$ cat src/rtl/inv_permute_unit_pkg.sv
// rtl/inv_permute_unit_pkg.sv - shared constants, FSM state type and inverse-pi index function
package inv_permute_unit_pkg;

  localparam int SLICE_W = 25;
  localparam int SLICES  = 64;
  localparam int LANES   = 5;

  typedef enum logic [1:0] {
    ST_IDLE,
    ST_RUN,
    ST_DRAIN,
    ST_DONE
  } state_t;

  // Input lane that lands on output lane i = x+5y under the inverse pi step.
  function automatic int inv_pi_src(input int i);
    int x;
    int y;
    x = i % LANES;
    y = i / LANES;
    return y + LANES * ((2 * x + 3 * y) % LANES);
  endfunction

endpackage

$ cat src/rtl/inv_pi_slice.sv
// rtl/inv_pi_slice.sv - combinational inverse-pi lane shuffle of one slice
module inv_pi_slice
  import inv_permute_unit_pkg::*;
#(
  parameter int SLICE_W = inv_permute_unit_pkg::SLICE_W
) (
  input  logic [SLICE_W-1:0] in_slice,
  output logic [SLICE_W-1:0] out_slice
);

  localparam int LANE_BITS = LANES * LANES;

  // Bits above the 5x5 lane grid are carried straight through.
  for (genvar i = 0; i < SLICE_W; i++) begin : g_bit
    if (i < LANE_BITS) begin : g_pi
      localparam int SRC = inv_pi_src(i);
      assign out_slice[i] = in_slice[SRC];
    end else begin : g_pass
      assign out_slice[i] = in_slice[i];
    end
  end

endmodule

$ cat src/rtl/inv_permute_unit.sv
// rtl/inv_permute_unit.sv - framed inverse-pi slice stream; INV_PERMUTE_PARITY_EN adds out_parity
module inv_permute_unit
  import inv_permute_unit_pkg::*;
#(
  parameter int SLICE_W = inv_permute_unit_pkg::SLICE_W,
  parameter int SLICES  = inv_permute_unit_pkg::SLICES
) (
  input  logic               clk,
  input  logic               rst,
  input  logic               start,
  input  logic [SLICE_W-1:0] in_slice,
  input  logic               in_valid,
  output logic               in_ready,
  output logic [SLICE_W-1:0] out_slice,
  output logic               out_valid,
  input  logic               out_ready,
  output logic               busy,
  output logic               done,
`ifdef INV_PERMUTE_PARITY_EN
  output logic               out_parity,
`endif
  output logic [6:0]         slice_cnt
);

  localparam logic [6:0] LAST_CNT = 7'(SLICES - 1);

  state_t             state;
  state_t             state_nxt;
  logic [SLICE_W-1:0] perm_slice;
  logic               in_xfer;
  logic               out_xfer;
  logic               last_in;

  inv_pi_slice #(.SLICE_W(SLICE_W)) u_inv_pi (
    .in_slice  (in_slice),
    .out_slice (perm_slice)
  );

  assign in_ready = (state == ST_RUN) && (!out_valid || out_ready);
  assign in_xfer  = in_valid && in_ready;
  assign out_xfer = out_valid && out_ready;
  assign last_in  = in_xfer && (slice_cnt == LAST_CNT);

  always_comb begin
    state_nxt = state;
    busy      = 1'b0;
    done      = 1'b0;
    case (state)
      ST_IDLE: begin
        if (start) state_nxt = ST_RUN;
      end
      ST_RUN: begin
        busy = 1'b1;
        if (last_in) state_nxt = ST_DRAIN;
      end
      ST_DRAIN: begin
        busy = 1'b1;
        if (out_xfer) state_nxt = ST_DONE;
      end
      ST_DONE: begin
        done      = 1'b1;
        state_nxt = ST_IDLE;
      end
      default: state_nxt = ST_IDLE;
    endcase
  end

  always_ff @(posedge clk) begin
    if (rst) begin
      state     <= ST_IDLE;
      out_valid <= 1'b0;
      out_slice <= '0;
      slice_cnt <= 7'd0;
    end else begin
      state <= state_nxt;
      if (state == ST_IDLE && start) begin
        slice_cnt <= 7'd0;
      end else if (in_xfer) begin
        slice_cnt <= slice_cnt + 7'd1;
      end
      // A load during an output transfer simply overwrites, giving 1 slice/cycle.
      if (in_xfer) begin
        out_slice <= perm_slice;
        out_valid <= 1'b1;
      end else if (out_xfer) begin
        out_valid <= 1'b0;
      end
    end
  end

`ifdef INV_PERMUTE_PARITY_EN
  assign out_parity = ^out_slice;
`endif

endmodule

$ cat config.mk
export PLATFORM = sky130hd
export DESIGN_NAME = inv_permute_unit
export DESIGN_NICKNAME = d
export VERILOG_FILES = /design/src/rtl/inv_permute_unit_pkg.sv /design/src/rtl/inv_pi_slice.sv /design/src/rtl/inv_permute_unit.sv
export SDC_FILE = /design/constraint.sdc
export NUM_CORES = 1
export LEC_CHECK = 0
export BUFFER_PORTS_ARGS = -buffer_cell sky130_fd_sc_hd__buf_4
export CAP_MARGIN = 20
export CORE_ASPECT_RATIO = 0.75
export CORE_MARGIN = 2
export CORE_UTILIZATION = 40
export CTS_BUF_LIST = sky130_fd_sc_hd__clkbuf_2 sky130_fd_sc_hd__clkbuf_4 sky130_fd_sc_hd__clkbuf_8
export CTS_CLUSTER_DIAMETER = 60
export DETAILED_ROUTE_END_ITERATION = 16
export PLACE_DENSITY = 0.81
export SETUP_SLACK_MARGIN = 0.15
export SYNTH_ARGS = -nofsm -noshare
export SYNTH_HDL_FRONTEND = slang
export SYNTH_SLANG_ARGS = --single-unit
$ cat constraint.sdc
create_clock -name clk -period 3.55 [get_ports clk]
set_input_delay 0.355 -clock clk [delete_from_list [all_inputs] [get_ports clk]]
set_output_delay 0.355 -clock clk [all_outputs]
set_load 0.1 [all_outputs]
### Yosys cells after proc, flatten, opt, wreduce, memory -nomap -nowiden

Index checks and enable logic that the tools add are counted.

* register bits after elaboration: 35
* input bits: 30

* $add $sub $neg: 1
* equality and inequality tests: 7
* muxes and demuxes: 8
* reduce and logical (&&, ||, !) cells: 12

Operator list (number)
* 2-bit one-hot mux with 4 select lines: 1
* 7-bit by 1-bit adder with 7-bit output, second input constant: 1
* 7-bit by 6-bit == test with 1-bit output, second input constant: 1
* 2-bit two-way mux: 3
* 2-bit != test, second input constant: 3
* 1-bit logical AND: 5
* 2-bit == test, second input constant: 2
* 1-bit two-way mux: 4
* 2-bit OR reduction: 2
* 3-bit AND reduction: 1
* 2-bit by 1-bit == test with 1-bit output, second input constant: 1
* 2-bit logical NOT: 1
* 2-bit nonzero test: 1
* 1-bit logical NOT: 1
* 1-bit logical OR: 1

### Longest topological paths before layout

* word-level depth: 7
* depth in mapped cells: 8
* gate-level depth less buffers: 6

### Modules after synthesis

From an unflattened synthesis, not the netlist that was laid out.

* cell total of the unflattened synthesis: 199
* area total of the unflattened synthesis: 1615.3 um^2

Modules (own cells, without submodules)
* inv_permute_unit: times used 1, cells each 174, area an instance 1427.6 um^2, seq. area each 700.7 um^2
* inv_pi_slice: times used 1, cells each 25, area an instance 187.7 um^2, seq. area each 0.0 um^2

### Least setup slack after synthesis

No wires, ideal clock.

* path kind: reg-to-output
* from: register out_valid
* to: output port in_ready
* arrival: 2.362 ns
* setup slack: 0.833 ns
* stages on the path, launching flop included: 4
* cells stage by stage: dfxtp_1 -> nor2b_4 -> buf_6 -> nor2b_1

* longest elaborated chain between the ends: 3

Ends and longest elaborated chain
* start, declared: RTL line inv_permute_unit.sv:15 `output logic out_valid,`
* start signal, assigned: RTL line inv_permute_unit.sv:71 `out_valid <= 1'b0;`
* start signal, assigned: RTL line inv_permute_unit.sv:84 `out_valid <= 1'b1;`
* start signal, assigned: RTL line inv_permute_unit.sv:86 `out_valid <= 1'b0;`
* 1-bit logical NOT: RTL line inv_permute_unit.sv:39 `assign in_ready = (state == ST_RUN) && (!out_valid || out_ready);`
* 1-bit logical OR: RTL line inv_permute_unit.sv:39
* 1-bit logical AND: RTL line inv_permute_unit.sv:39
* end, declared: RTL line inv_permute_unit.sv:13 `output logic in_ready,`

Every way passes these cells.

### Worst setup path in the final report

* from: register state[1]
* to: register state[0]

* longest elaborated chain between the ends: 6

Ends and longest elaborated chain
* start, declared: RTL line inv_permute_unit.sv:27 `state_t state;`
* start signal, assigned: RTL line inv_permute_unit.sv:75 `state <= state_nxt;`
* 2-bit by 1-bit == test with 1-bit output: RTL line inv_permute_unit.sv:39, inv_permute_unit.sv:48
* 1-bit logical AND: RTL line inv_permute_unit.sv:39
* 1-bit logical AND: RTL line inv_permute_unit.sv:40 `assign in_xfer = in_valid && in_ready;`
* 1-bit logical AND: RTL line inv_permute_unit.sv:42 `assign last_in = in_xfer && (slice_cnt == LAST_CNT);`
* 2-bit != test (no source line)
* 3-bit AND reduction (no source line)

Parallel ways exist; a longest one is shown, timed or not.
A chain may end at the register's enable or synchronous reset.

==> impl_results.md <==
* Internal at approximately 870 uW
* Global-route wire length before repair at ~5.3 mm
* Die W at ~73 um
* Worst Hold Path Cells at 3
* Critical Path End Type: flip-flop
* Minimum clock period at roughly 2 ns
* Switching Power at 809 uW
* Static Leak at about 0.0009 uW
* Layout cell share with drive strength beyond 1 at about 33%
* Insertion delay to the later sink of the worst-skew pair at approximately 0.28 ns
* Final setup violation count at 0
* Vias in the first global route at between 1000 and 1500
* Via/cell ratio at about 4.8
* Fin crit share at around 57%
* Post-Syn Area at 0.00143 mm^2
* CTS max path bufs at 2
* CP startpoint kind: flip-flop
* Seq/Total Area, Yosys at between 40% and 50%
* Max_cap viols at 0
* Yosys reg bits at 35
* Final net count at around 270
* Worst EP required at between 3 and 4 ns
* Origin of the critical flop-to-flop path: state[1]$_SDFFE_PP0P_
* Antenna violations before repair at 0
* CTS tree: yes
* Worst setup path start: state[1]$_SDFFE_PP0P_
* Synth Flop Type: dfxtp_1
* Sink Count at 35
* Grt total ovfl at 0
* Reg2reg setup slack at approximately 1.5 ns
* Main combinational cell family by area after synthesis: simple AND/OR/NAND/NOR gates
* Mux contribution to synthesized area at 0%
* Final core utilization at 61.3%
* GPL Wtd Cong at between 0.7 and 0.8
* Hold Path Class: input pin to flip-flop
* Final number of hold-violating endpoints at 0
* WL final at 3.36 mm
* Pin count of the biggest net entering global routing at 30
* Post-synth EDFFs at 0
* CTS Buf Count at 5
* HPWL after detailed placement at 2.35 mm
* Commonest cells after routing, fill and taps aside: buf_4 (65), nand2_1 (57), dfxtp_1 (35), a21oi_1 (27), nor2_1 (7)
* Max-slew violation count at 0
* I/O Buffers at 65
* Mapped Nets at 210
* CTS Root Cell: clkbuf_8
* Sequential Power Share at a little under 30%
* Initial Util at 42.5%
* Reg-to-reg endpoint: state[0]$_SDFFE_PP0P_
* Mean Syn Cell Area at around 8.2 um^2
* Commonest non-fill, non-tap cell in the layout: buf_4
* Synthesized instance count at 174
* Gr usage total at ~17%
* Synth Area in Compound Gates at about an eighth
* # fillers at approximately 310
* Worst-path clk slew at around 0.07 ns
* TNS Setup at 0 ns
* YS warnings at 0
* Max_slew headroom at 63.7%
* Skew final at just under 0.006 ns
* Area growth syn-to-layout at 44.0%
* Core Area at about 0.0034 mm^2
* Starting DRT DRC Count at 88
* Worst endpoint data arrival time at about 2.2 ns
* Drt pass-1 iters at 4
* DRC at 0
* RSZ-0062 raised after global routing: no
* Site Rows at 18
* Adder-cell share of the synthesized area at roughly 5.3%
* Total die area at approximately 0.0041 mm^2
* Comb power frac at about half
* FMAX at ~490 MHz
* I/O pins at 66
* Post-CTS sizing at 0
* Simple-gate share of the synthesized area at between 20% and 30%
* Die Ht at 55.7 um
* Switching Fraction at 48.3%
* PwrDens at 816 mW/mm^2
* Vias post-DR at ~1300
* Crit Path Max Fanout at 7
* Hold Crit Endpoint: out_slice[13]$_SDFFE_PP0P_
* Worst-margin pin slew at 0.544 ns
* DR WL/cell at 12.0 um
* Number of routed nets with antenna violations at 0
* Peak supply drop at between 0.0003 and 0.0004 V
* Hold-fix buffers, CTS at 0
* # H-tree levels at 2
* Status: finished, final reports clean
* Clock power share at between 20 and 25%
* Netlist cell types at 29
* WS Path Type: flip-flop to flip-flop
* Setup Fix Bufs, Post-CTS at 0
* R2R cell count at 6
* Hold path start: in_slice[12]
* Antenna cells at 0
* Synth Area in XOR/XNOR at ~3.1%
* Post-synth ARST share at 0%
worst max-delay path, cell delays in order (launching register included):
cell,delay [ns]
dfxtp_1,0.35
inv_1,0.11
ha_1,0.26
nand2_2,0.14
or4_4,0.57
a2111oi_1,0.40
a211oi_1,0.09
worst max path at each step:
stage / depth (start not counted) / end
global placement: 6 / slice_cnt[0]$_SDFFE_PP0P_
global route: 6 / state[0]$_SDFFE_PP0P_
CTS: 6 / slice_cnt[0]$_SDFFE_PP0P_
finish: 6 / state[0]$_SDFFE_PP0P_
floorplan: 3 / in_ready
detailed placement: 6 / slice_cnt[0]$_SDFFE_PP0P_
cells in the mapped netlist, types with 2 or more instances:
master | count | area share [%]
nor2b_1 | 2 | 0.88
nand2_1 | 57 | 15
inv_1 | 3 | 0.79
nand3_1 | 2 | 0.70
xnor2_1 | 5 | 3.1
nor4_1 | 2 | 0.88
nor2_1 | 8 | 2.1
or2_2 | 2 | 0.88
clkbuf_1 | 8 | 2.1
ha_1 | 6 | 5.3
a21oi_1 | 27 | 9.5
dfxtp_1 | 35 | 49
kinds of logic after synthesis:
group	count (synthesis)
flops	35
compound gates	34
fa+ha+maj	6
xor+xnor	5
simple gates	82
buf+inv	12
power groups by stage:
stage,Sequential (uW),Clock [uW],Combinational (uW)
after global placement,491,0,819
after floorplan,802,0,355
final,484,366,828
after global routing,490,395,875
after detailed placement,492,0,824
after CTS,484,373,824
per-layer routing:
layer / wire [um] / up-vias / GRT usage, %
met5: 0 / - / 0
met4: 45 / 0 / 6.35
met3: 281 / 4 / 9.06
met2: 1490 / 39 / 26.6
met1: 1550 / 589 / 20.2
li1: - / 703 / -
sequential cells by signal, summed over array words and instances, names as in the netlist:
register	cells
out_slice	25
slice_cnt	7
state	2
out_valid	1
per-stage QoR:
| step | hold slack (ns) | instance area [um^2] | std cells | total power (uW) | worst slack [ns] |
|---|---|---|---|---|---|
| after floorplan | 0.491 | 1430 | 174 | 1160 | 0.833 |
| after global placement | 0.442 | 1930 | 270 | 1310 | 1.55 |
| after detailed placement | 0.447 | 1930 | 270 | 1320 | 1.48 |
| after CTS | 0.309 | 2040 | 278 | 1680 | 1.47 |
| after global routing | 0.310 | 2060 | 279 | 1760 | 1.39 |
| final | 0.317 | 2060 | 279 | 1680 | 1.51 |
cell type report:
class / instances / area (um^2) / share of cell area [%]
Sequential cell: 35 / 701 / 34.1
Clock inverter: 2 / 35.0 / 1.70
Multi-Input combinational cell: 127 / 677 / 32.9
Clock buffer: 6 / 82.6 / 4.02
Timing Repair Buffer: 66 / 499 / 24.3
Inverter: 3 / 11.3 / 0.548
Tap cell: 40 / 50.0 / 2.43
Power figures use the tool's default switching activity.
